<file path="config.mk">
export PLATFORM = sky130hd
export DESIGN_NAME = if_id_fetch_queue
export DESIGN_NICKNAME = d
export VERILOG_FILES = /design/src/rtl/if_id_fetch_queue.sv
export SDC_FILE = /design/constraint.sdc
export NUM_CORES = 1
export LEC_CHECK = 0
export ABC_CLOCK_PERIOD_IN_PS = 3050
export CAP_MARGIN = 30
export CORE_AREA = 2 2 161 123
export DETAILED_ROUTE_END_ITERATION = 10
export DIE_AREA = 0 0 163 125
export PLACE_DENSITY_LB_ADDON = 0.12
export SYNTH_ARGS = -nofsm -noshare
export SYNTH_HDL_FRONTEND = slang
export SYNTH_SLANG_ARGS = --single-unit
</file>
<file path="constraint.sdc">
create_clock -name clk -period 3.05 [get_ports clk]
set_input_delay 0.305 -clock clk [delete_from_list [all_inputs] [get_ports clk]]
set_output_delay 0.305 -clock clk [all_outputs]
set_load 0.1 [all_outputs]
</file>
<file path="src/rtl/if_id_fetch_queue.sv">
// if_id_fetch_queue
// In-order (pc, instruction) buffer between the fetch and decode stages.
// Decode sees a NOP bubble whenever the queue is empty. Freeze holds the head
// entry while fetch keeps filling the queue. Flush drops every entry on a
// redirect.
module if_id_fetch_queue #(
   parameter int             N     = 32,
   parameter int             DEPTH = 4,
   parameter logic [N-1:0]   NOP   = '0
) (
   input  logic                       clk,
   input  logic                       rst,
   input  logic                       flush,
   input  logic                       freeze,
   input  logic                       in_valid,
   output logic                       in_ready,
   input  logic [N-1:0]               in_pc,
   input  logic [N-1:0]               in_instr,
   output logic                       out_valid,
   input  logic                       out_ready,
   output logic [N-1:0]               out_pc,
   output logic [N-1:0]               out_instr,
   output logic [$clog2(DEPTH+1)-1:0] count
);

   localparam int AW = $clog2(DEPTH);
   localparam int CW = $clog2(DEPTH+1);
   localparam logic [CW-1:0] FULL_CNT = CW'(DEPTH);

   // Storage has no reset. The count gates every read, so stale contents are never seen.
   logic [N-1:0]  r_mem_pc    [DEPTH];
   logic [N-1:0]  r_mem_instr [DEPTH];
   logic [AW-1:0] r_wr_ptr;
   logic [AW-1:0] r_rd_ptr;
   logic [CW-1:0] r_count;

   logic          w_in_ready;
   logic          w_out_valid;
   logic          w_push;
   logic          w_pop;
   logic [CW-1:0] w_count_next;

   // Handshake qualification.
   // in_ready depends only on registered state, so a full queue refuses a push
   // even when a pop happens in the same cycle. Flush suppresses both push and pop.
   always_comb begin
      w_in_ready   = (r_count != FULL_CNT);
      w_out_valid  = (r_count != '0);
      w_push       = in_valid & w_in_ready & ~flush;
      w_pop        = w_out_valid & out_ready & ~freeze & ~flush;
      w_count_next = r_count + CW'(w_push) - CW'(w_pop);
   end

   // Pointer and occupancy state. Flush clears everything at the next edge.
   // DEPTH is a power of two, so the pointers wrap naturally at DEPTH-1.
   always_ff @(posedge clk or posedge rst) begin
      if (rst) begin
         r_wr_ptr <= '0;
         r_rd_ptr <= '0;
         r_count  <= '0;
      end else if (flush) begin
         r_wr_ptr <= '0;
         r_rd_ptr <= '0;
         r_count  <= '0;
      end else begin
         if (w_push) begin
            r_wr_ptr <= r_wr_ptr + AW'(1);
         end
         if (w_pop) begin
            r_rd_ptr <= r_rd_ptr + AW'(1);
         end
         r_count <= w_count_next;
      end
   end

   // Entry write. Only accepted pushes land in the array.
   always_ff @(posedge clk) begin
      if (w_push) begin
         r_mem_pc[r_wr_ptr]    <= in_pc;
         r_mem_instr[r_wr_ptr] <= in_instr;
      end
   end

   // Head presentation comes from registered storage only, with no fall-through
   // from the input. An empty queue shows pc 0 and a NOP bubble.
   always_comb begin
      in_ready  = w_in_ready;
      out_valid = w_out_valid;
      count     = r_count;
      out_pc    = '0;
      out_instr = NOP;
      if (w_out_valid) begin
         out_pc    = r_mem_pc[r_rd_ptr];
         out_instr = r_mem_instr[r_rd_ptr];
      end
   end

endmodule

</file>
* Word level (Yosys, flattened, before mapping) *
Memory sizes are Yosys's and may differ from the RTL's.
Index checks and enable logic that the tools add are counted.

storage, ports and cells
  RAM bits = 256
  bits in registers = 7
  bits in read-only memories = 0
  input bits = 70
  memories kept = 2
  bits in latches = 0

memory list
  name         depth  bits a word  rd ports  clocked after Yosys merged registers in  write ports  RTL line  RTL
  r_mem_instr  4      32           1         0                                        1            32        logic [N-1:0] r_mem_instr [DEPTH];
  r_mem_pc     4      32           1         0                                        1            31        logic [N-1:0] r_mem_pc [DEPTH];

cells by class
  divide/modulo/power cells = 0
  reduce and logical (&&, ||, !) cells = 3
  multipliers = 0
  $add $sub $neg = 4
  bitwise logic cells = 7
  mux-type cells = 9
  $lt $le $gt $ge = 0
  shifts and indexed selects = 0
  equality and inequality tests = 1

operators by type and width
  kind                 count
  $mux 32              2
  $mux 2               4
  $and 1x1->1          5
  $add 2x1->2 const B  2
  $reduce_bool 2->1    2
  $add 3x1->3          1
  $mux 3               1
  $ne 3x3->1 const B   1
  $reduce_bool 3->1    1
  $sub 3x1->3          1
  $mux 1               2
  $not 1->1            2

* Depth between registers and ports, before layout *
  word-level depth = 6
  mapped depth = 11

* Worst setup path after synthesis *
No wires, ideal clock.

  path type = flip-flop to flip-flop
  start point = reg r_count[1], in the netlist count[1]
  end point = mem r_mem_instr[0][0] (enable)
  period minus slack after synthesis = 3474 ps
  data required time = 2621 ps
  setup slack = -424 ps
  cell stages (with the launch flop) = 4
  arrival time = 3046 ps
  library setup time = 429 ps
  cells stage by stage = dfrtp_1 -> nor3b_1 -> nor3_1 -> and2_1

between the ends
  longest elaborated chain between the ends = 5

RTL lines
  item                          RTL line  RTL
  from (decl)                   35        logic [CW-1:0] r_count;
  from (signal assigned)        72        r_count <= w_count_next;
  $ne 3x3->1                    47        w_in_ready = (r_count != FULL_CNT);
  $and 1x1->1 (2 in series)     49        w_push = in_valid & w_in_ready & ~flush;
  $mux 1                        78        if (w_push) begin
  $mux 1 (not written as such)  80        r_mem_instr[r_wr_ptr] <= in_instr;
  to (decl)                     32

No other way between the ends.

* Worst setup path after layout *
  start point = reg r_count[1], in the netlist count[1]
  end point = out out_instr[15]

between the ends
  longest elaborated chain between the ends = 2

RTL lines
  item               RTL line  RTL
  $reduce_bool 3->1  48        w_out_valid = (r_count != '0);
  $mux 32            92        if (w_out_valid) begin
  to (decl)          22        output logic [N-1:0] out_instr,

No other way between the ends.

==> impl_metrics.yaml <==
status:
  status: "finished, final reports clean"
cells_and_area:
  area_growth_pct: 26.2
  n_fill_cell: 1252
  final_common_cell: "edfxtp_1"
  seq_area_sq_um: 7870
  stdcell_count: 879
  post_route_cells_drive_above_1_share_pct: 29.7
  postLayoutCoreUtil_pct: 67.6
  diodes: 0
  nets: 691
  final_cell_mix: "edfxtp_1, clkdlybuf4s50_1, and2_1"
  multi_input_area_sq_um: 2110
setup_path:
  setup.worst_path.start: "count[1]"
  cp.required_ns: 2.74
  startpoint_type: "flip-flop"
  rr_startpoint: "count[1]"
  crit_path_end_kind: "output pin"
  setup.worst_path.class: "reg2out"
  critical_path_peak_fanout: 38
  crit_arrival_ns: 2.49
sta:
  period_share_pct: 91.5
  setup_ws_ns: 0.258
  worstMarginPinSlew_ns: 0.593
  max_freq_ghz: 0.358
  rsz0062_at_grt: "no"
  setup-tns-final_ns: 0
  setup-violations-final: 0
  finClkSkew_ns: 0.00771
  fin_crit_ns: 2.79
  slew_viol_final: 0
  slew_headroom_pct: 60.4
  hold_viol_final: 0
clock_network:
  cts_resized: 0
  htree_levels: 1
  tritoncts: "done"
  cts_root_buf: "clkbuf_16"
  path_clk_slew_ns: 0.06
  cts_sinks: 263
  insertion_delay_ns: 0.50
  cts_hold_buf: 0
  cts_max_path_buffers: 3
  cts_inserted_buffers: 25
  cts_setup_buffers: 0
grt:
  grt_max_degree: 40
  grt_pass1_vias: 5312
  overflow: 0
  grt_usage_pct: 18.8
  grt_antenna_before_repair: 0
  grt_first_pass_wirelength_mm: 29.1
detailed_routing:
  drtPass1Iterations: 4
  vias_per_cell: 5.49
  remaining_drc_errors: 0
  ant_nets: 0
  drt_iter0_markers: 349
  vias: 4822
  avgRoutedWirePerCell_microns: 21.0
  drt_wl_total_mm: 18.5
placement:
  place_ws_ns: 0.270
  dp_hpwl_mm: 11.2
  gp_congestion: 0.801
  post-place-cells: 840
  port_buffers: 138
die:
  num_rows: 44
  initial_core_util_pct: 53.6
  die_area_sq_um: 20400
  coreArea_sq_um: 19000
  io_pins: 139
  die_x_microns: 163
  fp.dieH_microns: 125
yosys:
  synth_area_per_cell_sq_um: 22.2
  netlist_area_sq_um: 10200
  synth.yosys.seq_area_share_pct: 77.3
  yosysWarnings: 0
  ys_ff_latch: 263
  synth_cell_type_count: 23
  syn_inst: 458
  synth_nets: 535
power_and_ir_drop:
  power_leakage_uw: 0.00425
  ir_drop_uv: 890
  p_per_area_nw_per_um2: 936
hold_path:
  hold_path.class: "in2async"
job:
  max_cap_violations: 0
## state kept, by name, indices dropped and copies added (netlist names)
register and cells:
r_mem_pc 128, r_wr_ptr 2, count 3, r_mem_instr 128, r_rd_ptr 2
## where the power goes
part | internal (uW) | switching [uW]
clock network | 1560 | 1190
logic | 1470 | 3550
registers | 4180 | 62.1
total | 7210 | 4800
## cells in the mapped netlist, drive strengths merged
cell type,count,share of area (%)
edfxtp,256,76
and2,69,4.2
mux4,64,14
buf,13,1.3
clkbuf,10,0.37
inv,9,0.33
dfrtp,7,1.7
ha,6,0.74
a21oi,3,0.15
nor2,3,0.11
nor2b,3,0.18
nor3,3,0.15
o21ai,3,0.15
nand3,2,0.098
nor3b,2,0.15
fa,1,0.20
mux2,1,0.11
nand3b,1,0.074
or3,1,0.062
xor2,1,0.086
## cell families after synthesis
group / share of synthesized area, %
AND/OR/NAND/NOR: 5.07
multiplexers: 14.3
XOR/XNOR: 0.0861
AO/OA/AOI/OAI: 0.295
flip-flops: 77.3
buffers and inverters: 2.04
adder cells (fa/ha/maj): 0.935
## per-layer routing
metal | GRT usage, % | vias to the layer above | wire length, microns
met5 | 0 | - | 0
met1 | 26.6 | 2485 | 7870
li1 | - | 2153 | -
met2 | 30.8 | 155 | 9190
met3 | 3.82 | 29 | 1050
met4 | 4.11 | 0 | 354
## worst paths after layout
kind | depth (start not counted) | to | slack (ns)
worst min register to register | 2 | r_wr_ptr[1] | 0.63
max in group asynchronous | 2 | r_rd_ptr[0] | 2.76
worst max-delay path | 5 | out_instr[15] | 0.26
worst max register to register | 11 | count[2] | 0.31
worst min-delay path | 2 | count[0] | 0.04
min in group clk | 1 | r_mem_pc[3][21] | 0.43
## worst max-delay path, stage by stage, from the launching register on
cell and delay, ns:
dfrtp_1 0.47, nor3_1 0.47, inv_2 0.36, buf_12 0.27
and2_1 0.21, buf_12 0.18
## layout make-up
type / instances / share of cell area [%]
well taps: 253 / 2.47
clock inverters: 11 / 0.595
multi-input cells: 163 / 16.5
repair buffers: 152 / 13.9
flip-flops and latches: 263 / 61.3
clock buffers: 28 / 4.96
inverters: 9 / 0.263
## metrics by stage
stage | hold WS (ns) | area (sq um) | total power, uW
after floorplan | 0.108 | 10200 | 7850
after global placement | 0.557 | 12100 | 9300
after detailed placement | 0.573 | 12100 | 9390
after CTS | 0.0308 | 12800 | 12100
after global routing | 0.0458 | 12800 | 12400
final | 0.0390 | 12800 | 12000
Power figures use the tool's default switching activity.
